--- config.mk ---
export PLATFORM = sky130hd
export DESIGN_NAME = mmu_xlate_arbiter
export DESIGN_NICKNAME = d
export VERILOG_FILES = /design/src/rtl/mmu_xlate_arbiter.sv
export SDC_FILE = /design/constraint.sdc
export NUM_CORES = 1
export LEC_CHECK = 0
export BUFFER_PORTS_ARGS = -buffer_cell sky130_fd_sc_hd__buf_2
export CORE_MARGIN = 1.5
export CORE_UTILIZATION = 34
export DETAILED_ROUTE_END_ITERATION = 10
export SYNTH_ARGS = -nofsm -noshare
export SYNTH_HDL_FRONTEND = slang
export SYNTH_SLANG_ARGS = --single-unit
--- constraint.sdc ---
create_clock -name i_clk -period 2.4 [get_ports i_clk]
set_input_delay 0.36 -clock i_clk [delete_from_list [all_inputs] [get_ports i_clk]]
set_output_delay 0.36 -clock i_clk [all_outputs]
set_load 0.02 [all_outputs]
--- src/rtl/mmu_xlate_arbiter.sv ---
// Round-robin share of one MMU lookup port between data (D) and fetch (I) requesters.
// One lookup in flight; done LOOKUP_LAT+1 cycles after ack; req is held until ack, TLB writes stall grant/lookup.
module mmu_xlate_arbiter #(
    parameter int unsigned LOOKUP_LAT = 1
) (
    input  logic        i_clk,
    input  logic        i_res,
    input  logic        i_reqD,
    input  logic [31:0] i_vAddrD,
    input  logic        i_isStoreD,
    output logic        o_ackD,
    output logic        o_doneD,
    input  logic        i_reqI,
    input  logic [31:0] i_vAddrI,
    output logic        o_ackI,
    output logic        o_doneI,
    output logic [31:0] o_pAddrOut,
    output logic [1:0]  o_fault,
    output logic        o_busy,
    output logic [31:0] o_mmuVAddr,
    input  logic [31:0] i_mmuPAddr,
    input  logic        i_tlbMiss,
    input  logic        i_tlbInvalid,
    input  logic        i_tlbModified,
    input  logic        i_writeTlb
);

    typedef enum logic [1:0] {
        S_IDLE = 2'd0,
        S_WAIT = 2'd1,
        S_RESP = 2'd2
    } state_t;

    localparam logic [3:0] LAT = 4'(LOOKUP_LAT);

    state_t      r_state;
    logic [3:0]  r_cnt;
    logic        r_lastI;
    logic        r_sideI;
    logic        r_isStore;
    logic [31:0] r_vaddr;
    logic [31:0] r_paddr;
    logic [1:0]  r_fault;

    state_t      w_next;
    logic        w_grantD;
    logic        w_grantI;
    logic [1:0]  w_fault;

    always_comb begin
        w_next   = r_state;
        w_grantD = 1'b0;
        w_grantI = 1'b0;
        case (r_state)
            S_IDLE: begin
                // A TLB write in progress blocks new grants so no lookup sees a partial entry.
                if (!i_writeTlb && !i_res) begin
                    if (i_reqD && (!i_reqI || r_lastI)) begin
                        w_grantD = 1'b1;
                    end else if (i_reqI) begin
                        w_grantI = 1'b1;
                    end
                end
                if (w_grantD || w_grantI) begin
                    w_next = S_WAIT;
                end
            end
            S_WAIT: begin
                if (!i_writeTlb && (r_cnt == 4'd1)) begin
                    w_next = S_RESP;
                end
            end
            S_RESP: begin
                w_next = S_IDLE;
            end
            default: begin
                w_next = S_IDLE;
            end
        endcase
    end

    always_comb begin
        w_fault = 2'b00;
        if (i_tlbMiss) begin
            w_fault = 2'b01;
        end else if (i_tlbInvalid) begin
            w_fault = 2'b10;
        end else if (i_tlbModified && r_isStore) begin
            w_fault = 2'b11;
        end
    end

    always_ff @(posedge i_clk) begin
        if (i_res) begin
            r_state   <= S_IDLE;
            r_cnt     <= 4'd0;
            r_lastI   <= 1'b1;
            r_sideI   <= 1'b0;
            r_isStore <= 1'b0;
            r_vaddr   <= 32'd0;
            r_paddr   <= 32'd0;
            r_fault   <= 2'b00;
        end else begin
            r_state <= w_next;
            if (w_grantD) begin
                r_vaddr   <= i_vAddrD;
                r_sideI   <= 1'b0;
                r_isStore <= i_isStoreD;
                r_lastI   <= 1'b0;
                r_cnt     <= LAT;
            end else if (w_grantI) begin
                r_vaddr   <= i_vAddrI;
                r_sideI   <= 1'b1;
                r_isStore <= 1'b0;
                r_lastI   <= 1'b1;
                r_cnt     <= LAT;
            end
            if (r_state == S_WAIT) begin
                // A TLB write mid-lookup makes the pending result stale: restart the count.
                if (i_writeTlb) begin
                    r_cnt <= LAT;
                end else if (r_cnt == 4'd1) begin
                    r_paddr <= i_mmuPAddr;
                    r_fault <= w_fault;
                end else begin
                    r_cnt <= r_cnt - 4'd1;
                end
            end
        end
    end

    assign o_ackD     = w_grantD;
    assign o_ackI     = w_grantI;
    assign o_doneD    = (r_state == S_RESP) && !r_sideI;
    assign o_doneI    = (r_state == S_RESP) && r_sideI;
    assign o_busy     = (r_state != S_IDLE);
    assign o_mmuVAddr = (r_state == S_WAIT) ? r_vaddr : 32'd0;
    assign o_pAddrOut = r_paddr;
    assign o_fault    = r_fault;

endmodule

* Word level (Yosys, flattened, before mapping)
Cells that the tools add are included.
** Storage, ports and cells
- Bits in registers :: 75
- Input bits :: 105
- Output and inout bits :: 71
- Logic and storage cells :: 60
** Cells by class
- Add/sub/neg operators :: 1
- Equality and inequality tests :: 5
- Muxes and demuxes :: 27
- Bitwise gates (word level) :: 1
- Reductions and logical operators :: 18
** Operator list (count)
- $mux W32 :: 3
- $mux W4 :: 5
- $mux W1 :: 13
- $mux W2 :: 5
- $logic_and A1 B1 Y1 :: 6
- $eq A4 B1 Y1 const B :: 1
- $logic_not A1 Y1 :: 4
- $ne A2 B2 Y1 const B :: 2
- $pmux W2 S2 :: 1
- $reduce_bool A2 Y1 :: 2
- $sub A4 B1 Y4 const B :: 1
- $reduce_and A3 Y1 :: 1
- $eq A2 B1 Y1 const B :: 1
- $eq A2 B2 Y1 const B :: 1
- $logic_not A2 Y1 :: 1
- $logic_or A1 B1 Y1 :: 2
- $reduce_and A2 Y1 :: 1
- $reduce_or A2 Y1 :: 1
- $not A1 Y1 :: 1

* Longest topological paths before layout
Gate-level depths: netlist of the first run.
- Depth in word-level cells :: 12
- Mapped depth :: 7

* Least setup slack after synthesis of the first run
Ideal clock, no wire load.
- Kind :: input -> output
- From :: input i_res
- To :: output o_ackD
- Data arrival time :: 1.484 ns
- Data required time :: 2.040 ns
- Slack :: 0.556 ns
- Stages on the path :: 4
- Cells stage by stage :: clkbuf_1 -> nor4_4 -> clkbuf_1 -> and3_1
** Between the ends
- Word-level cells in the longest chain between the ends :: 5
** RTL lines
- start, declared :: line 7 : input logic i_res,
- $logic_not A1 Y1 :: line 57 : if (!i_writeTlb && !i_res) begin
- $logic_and A1 B1 Y1 :: line 57
- $mux W1 :: line 57
- $mux W1 (2 in a row) :: line 54 : case (r_state)
- end, declared :: line 11 : output logic o_ackD,
Every way passes these cells. The select of a mux whose other input is x is not followed.

* Worst setup path in the final report of the first run
- From :: register r_state[0]
- To :: output o_mmuVAddr[31]
** Between the ends
- Word-level cells in the longest chain between the ends :: 2
** RTL lines
- start, declared :: line 36 : state_t r_state;
- start signal, assigned :: line 104 : r_state <= w_next;
- $eq A2 B1 Y1 :: line 137 : assign o_mmuVAddr = (r_state == S_WAIT) ? r_vaddr : 32'd0;
- $mux W32 :: line 137
- end, declared :: line 20 : output logic [31:0] o_mmuVAddr,
Every way passes these cells.

==> results of run 1 <==
==> registers in the layout, summed over array words and instances, names as in the netlist <==
| name | count |
|---|---|
| r_state | 2 |
| r_cnt | 4 |
| r_isStore | 1 |
| o_fault | 2 |
| r_sideI | 1 |
| r_vaddr | 32 |
| o_pAddrOut | 32 |
| r_lastI | 1 |
==> power breakdown <==
group	switching, W	leakage (nW)	internal, W
logic	0.000281	1.60	0.000200
clock network	0.000520	0.141	0.000824
registers	0.0000317	0.610	0.00130
total	0.000833	2.35	0.00232
==> layout by cell type, fill, tap and decap left out, types with 2 or more instances in the layout <==
cell type	synthesis	final
a21oi_1	39	39
a31oi_1	35	35
and2_1	32	32
and3_1	2	2
buf_2	5	175
buf_4	0	18
clkbuf_16	0	9
dfxtp_1	75	75
ha_1	2	2
inv_1	37	37
nand2_1	34	34
nand3_1	33	33
nand4_1	3	3
nor2b_2	0	2
nor3_1	3	3
nor3b_4	0	2
o2111ai_1	2	2
o211ai_1	33	33
o21ai_0	36	36
o221a_1	8	8
o221a_2	24	24
or2_2	2	2
or3b_1	2	2
==> worst max-delay path, stage by stage (launching register included) <==
cell and delay, ns:
dfxtp_1 0.50, nor2b_2 0.19, buf_4 0.29, and2_1 0.19, buf_2 0.16
==> logic make-up after synthesis <==
family | count (synthesis) | share of synthesized area (%)
AO/OA/AOI/OAI | 180 | 32.4
XOR/XNOR | 1 | 0.228
adder cells (fa/ha/maj) | 2 | 0.651
buffers and inverters | 94 | 9.34
flip-flops | 75 | 39.1
AND/OR/NAND/NOR | 126 | 18.3
==> through the flow <==
stage	setup slack, ns	util [%]	power [W]
6_report	0.381	46.8	0.00315
5_1_grt	0.225	46.8	0.00329
4_1_cts	0.360	46.8	0.00318
3_5_place_dp	0.571	44.1	0.00184
3_3_place_gp	0.590	44.1	0.00182
2_1_floorplan	0.556	-	0.00164
==> metal layers <==
metal | up-vias | wire, µm | global-route usage, %
met5 | - | 0 | 0
met4 | 0 | 195 | 7.79
met3 | 10 | 644 | 2.85
met2 | 111 | 6000 | 34.3
met1 | 1959 | 5360 | 26.2
li1 | 2022 | - | -
==> worst max path at each step <==
stage	endpoint	slack [ns]	depth (start not counted)
floorplan	o_ackD	0.56	4
global placement	r_vaddr[17]	0.59	5
detailed placement	r_vaddr[27]	0.57	5
CTS	o_mmuVAddr[31]	0.36	4
global route	o_mmuVAddr[30]	0.22	4
finish	o_mmuVAddr[31]	0.38	4
==> area by class of cell <==
type	count	area, µm²
clock buffer	10	239
inverter	37	139
timing repair buffer	193	1010
tap	140	175
sequential	75	1500
clock inverter	4	51.3
fill	1125	5820
multi-input combinational	309	2000
==> metrics.yaml, run 1 <==
worst_setup_path:
  start_kind: "flop"
  rrSetupSlack_ns: 0.58
  r2r_cells: 4
  cp-end-kind: "primary output"
  critPathLaunch: "r_state[0]"
  crit_type: "reg -> out"
  timing.rr.end: "r_vaddr[24]"
  crit_required_ns: 2.04
  arrival_ns: 1.66
  r2r_start: "r_state[1]"
  path_max_fanout: 33
finish:
  stdcell_area_um2: 5120
  fin_nets: 732
  finalNonFillerCells: 768
  diodes: 0
  areaGrowthSynthToFinish_pct: 33.1
  drive_above_1_share_pct: 38.2
timing:
  fin_skew_ns: 0.00736
  worst_pin_slew_ns: 0.675
  maxSlewHeadroom_pct: 55.0
  rsz0062_at_grt: "no"
  fin_crit_sh_pct: 84.1
  layout_min_cycle_time_ns: 2.02
  whs_ns: 0.284
  slew_violations: 0
  hold_viol: 0
  fmax_mhz: 495
  setup_violations: 0
  tns_ns: 0
placement:
  gp_congestion: 0.809
  portBuffers: 175
  dpl.hpwl_um: 8470
  placed_cells: 754
  dpl_cell_area_um2: 4830
clock_network:
  cts.sinks: 75
  cts_made_buffers: 9
  cts_tree: "built"
  hold_buffers: 0
  clkLatencyLatePin_ns: 0.32
  cts-resized-gates: 0
  post-cts-setup-buffers: 0
  root_buffer: "clkbuf_16"
  clkTransAtPathRegs_ns: 0.06
  clockBufferDepth: 2
  cts_max_level: 3
pwr:
  leakage_nw: 2.35
  vdd_drop_max_uv: 385
  p_per_area_nw_per_um2: 616
worst_hold_path:
  worstHoldStart: "i_mmuPAddr[0]"
  hold_class: "in -> reg"
  min_to: "o_pAddrOut[0]"
  holdPathStages: 3
logic_synthesis:
  synthArstFlopShare_pct: 0
  yosysWarnings: 0
  ys_types: 36
  yosys-top-cells-count: "75 x dfxtp_1, 52 x clkbuf_1, 39 x a21oi_1"
  syn_avg_cell_area_um2: 8.04
  synth_most_common_cell: "dfxtp_1"
  ys.flop_type: "dfxtp_1"
  synth_seq_area_share_pct: 39.1
  synth-edff-count: 0
  ys_ff_latch: 75
  mappedNetlistNets: 585
  synth_top_area_share_pct: 39.1
  syn-instance-count: 478
  yosys-top-cells-area: "dfxtp_1 39%, o221a_2 7.0%, o211ai_1 6.4%"
  syn_area_um2: 3840
  yosysTopAreaCell: "dfxtp_1"
drt:
  viasPerCell: 5.34
  wl_per_cell_um: 15.9
  dr.first_iter.drc_count: 294
  vias: 4102
  first_pass_iters: 5
  drtAntennaViolNets: 0
  drcViolationCount: 0
  finalWirelength_um: 12200
floorplan:
  rows: 38
  ios: 176
  die_area_um2: 12000
  initial_utilization_pct: 35.1
  core_um2: 10900
  die_y_um: 109
  die_w_um: 109
outcome:
  outcome: "finished clean"
run:
  cap_violations: 0
global_route:
  grt_max_degree: 66
  grt_usage_pct: 20.3
  grt_pass1_vias: 3946
  grt_pass1_wl_um: 19300
  grt_remaining_overflow: 0
  antenna_found_initial: 0
(Power assumes the default switching activity.)
==> inputs of run 2 (changes only) <==
- clock period: 2.4 -> 1.9 ns (I/O delays scaled with it)
==> run 2 against run 1 <==
Net effect:
- total power grew 29%
- combinational power grew 30%
- utilization grew 0.65 points
- via count grew 0.80%
- non-clock buffer count grew 2
- sequential cell count is the same
- largest power group unchanged
==> metrics.yaml, run 2 (synthesis gave the netlist of run 1 again) <==
drt:
  vias: 4135  # +0.80%
  viasPerCell: 5.37  # +0.54%
  wl_per_cell_um: 15.6  # -2.0%
  first_pass_iters: 5  # unchanged
  finalWirelength_um: 12000  # -1.7%
  drtAntennaViolNets: 0  # unchanged
  drcViolationCount: 0  # unchanged
  dr.first_iter.drc_count: 300  # +2.0%
global_route:
  grt_remaining_overflow: 0  # unchanged
  grt_max_degree: 47  # -29%
  grt_pass1_wl_um: 18600  # -3.7%
  grt_pass1_vias: 3732  # -5.4%
  grt_usage_pct: 19.8  # -0.55 points
  antenna_found_initial: 0  # unchanged
clock_network:
  cts_tree: "built"
  cts_max_level: 3  # unchanged
  cts_made_buffers: 9  # unchanged
  clockBufferDepth: 2  # unchanged
  hold_buffers: 0  # unchanged
  clkLatencyLatePin_ns: 0.33  # about the same
  post-cts-setup-buffers: 0  # unchanged
  clkTransAtPathRegs_ns: 0.06  # about the same
  cts.sinks: 75  # unchanged
  root_buffer: "clkbuf_16"
pwr:
  p_per_area_nw_per_um2: 785  # +27%
  vdd_drop_max_uv: 325  # -16%
  leakage_nw: 2.37  # +0.93%
timing:
  rsz0062_at_grt: "no"
  setup_violations: 0  # unchanged
  hold_viol: 0  # unchanged
  maxSlewHeadroom_pct: 56.1  # +1.1 points
  fin_crit_sh_pct: 95.7
  fmax_mhz: 550
  slew_violations: 0  # unchanged
  tns_ns: 0  # unchanged
  fin_skew_ns: 0.00476  # -0.00259 ns
  fin_ws_ns: 0.0808  # -0.300 ns
  layout_min_cycle_time_ns: 1.82
  worst_pin_slew_ns: 0.659  # -0.0165 ns
worst_hold_path:
  hold_class: "in -> reg"
  holdPathStages: 3  # unchanged
placement:
  portBuffers: 175  # unchanged
  dpl.hpwl_um: 8380  # -1.2%
  gp_congestion: 0.833  # +3.0%
  dp_slack_ns: 0.237  # -0.333 ns
floorplan:
  die_w_um: 109  # unchanged
  die_y_um: 109  # unchanged
  ios: 176  # unchanged
  initial_utilization_pct: 35.1  # unchanged
  die_area_um2: 12000  # unchanged
  core_um2: 10900  # unchanged
  rows: 38  # unchanged
finish:
  final_cell_mix: "175 x buf_2, 74 x dfxtp_1, 39 x a21oi_1"
  fin_nets: 734  # +0.27%
  drive_above_1_share_pct: 38.7  # +0.51 points
  fillers: 1126  # +0.089%
  areaGrowthSynthToFinish_pct: 35.0
  final_common_cell: "buf_2"
  diodes: 0  # unchanged
worst_setup_path:
  start_kind: "flop"
  r2r_cells: 5  # +1
  crit_required_ns: 1.62  # -0.42 ns
  cp-end-kind: "primary output"
  crit_type: "reg -> out"
  rrSetupSlack_ns: 0.19  # -0.39 ns
  path_max_fanout: 9  # -73%
  arrival_ns: 1.53  # -0.13 ns
run:
  cap_violations: 0  # unchanged
outcome:
  outcome: "finished clean"
-- run 2: cell count changes in the layout (fill, tap and decap cells not counted) --
cell,before,now
buf_12,0,3
clkbuf_8,1,0
dfxtp_2,0,1
inv_6,1,0
clkinvlp_4,1,2
bufinv_16,1,2
dfxtp_1,75,74
nand2b_2,0,1
buf_4,18,17
nand2b_1,1,0
-- run 2: layout make-up --
class | instances | area [µm²] | area share [%]
tap | 140 | 175 | 3.38
inverter | 37 | 139 | 2.68
multi-input combinational | 309 | 2000 | 38.6
clock buffer | 9 | 225 | 4.34
clock inverter | 5 | 80.1 | 1.54
sequential | 75 | 1500 | 29.0
timing repair buffer | 195 | 1060 | 20.5
-- run 2: where the power goes --
group	internal [W]	switching, W
logic	0.000269	0.000358
registers	0.00164	0.0000372
clock network	0.00113	0.000640
total	0.00304	0.00103
-- run 2: critical path, stage by stage (launching register included) --
cell and delay [ns]:
dfxtp_2 0.36, nor4_4 0.38, and3_1 0.28, buf_2 0.19
-- run 2: worst paths after layout --
path / startpoint / endpoint
max: r_state[0] / o_ackD
min: i_mmuPAddr[19] / o_pAddrOut[19]
max reg2reg: r_cnt[1] / o_fault[1]
min reg2reg: o_pAddrOut[19] / o_pAddrOut[19]
-- run 2: metal layers --
layer	track usage, %	up-vias	share of wire [%]
met3	2.96	15	5.4
li1	-	2037	-
met2	31.4	135	48
met5	0	-	0
met4	7.51	0	1.6
met1	27.0	1948	45
-- run 2: repair_timing --
item,in CTS,in global routing
hold endpoints to repair,0,0
setup endpoints to repair,5,1
gates resized for setup,1,1
pin swaps,1,0
-- run 2: stage by stage --
stage	hold WS, ns	cells	util, %	area, µm²	total power, W
5_1_grt	0.200	770	47.4	5190	0.00427
3_3_place_gp	0.457	756	44.6	4880	0.00232
4_1_cts	0.190	770	47.4	5190	0.00412
2_1_floorplan	0.433	478	-	3840	0.00207
3_5_place_dp	0.466	756	44.6	4880	0.00233
6_report	0.199	770	47.4	5190	0.00407
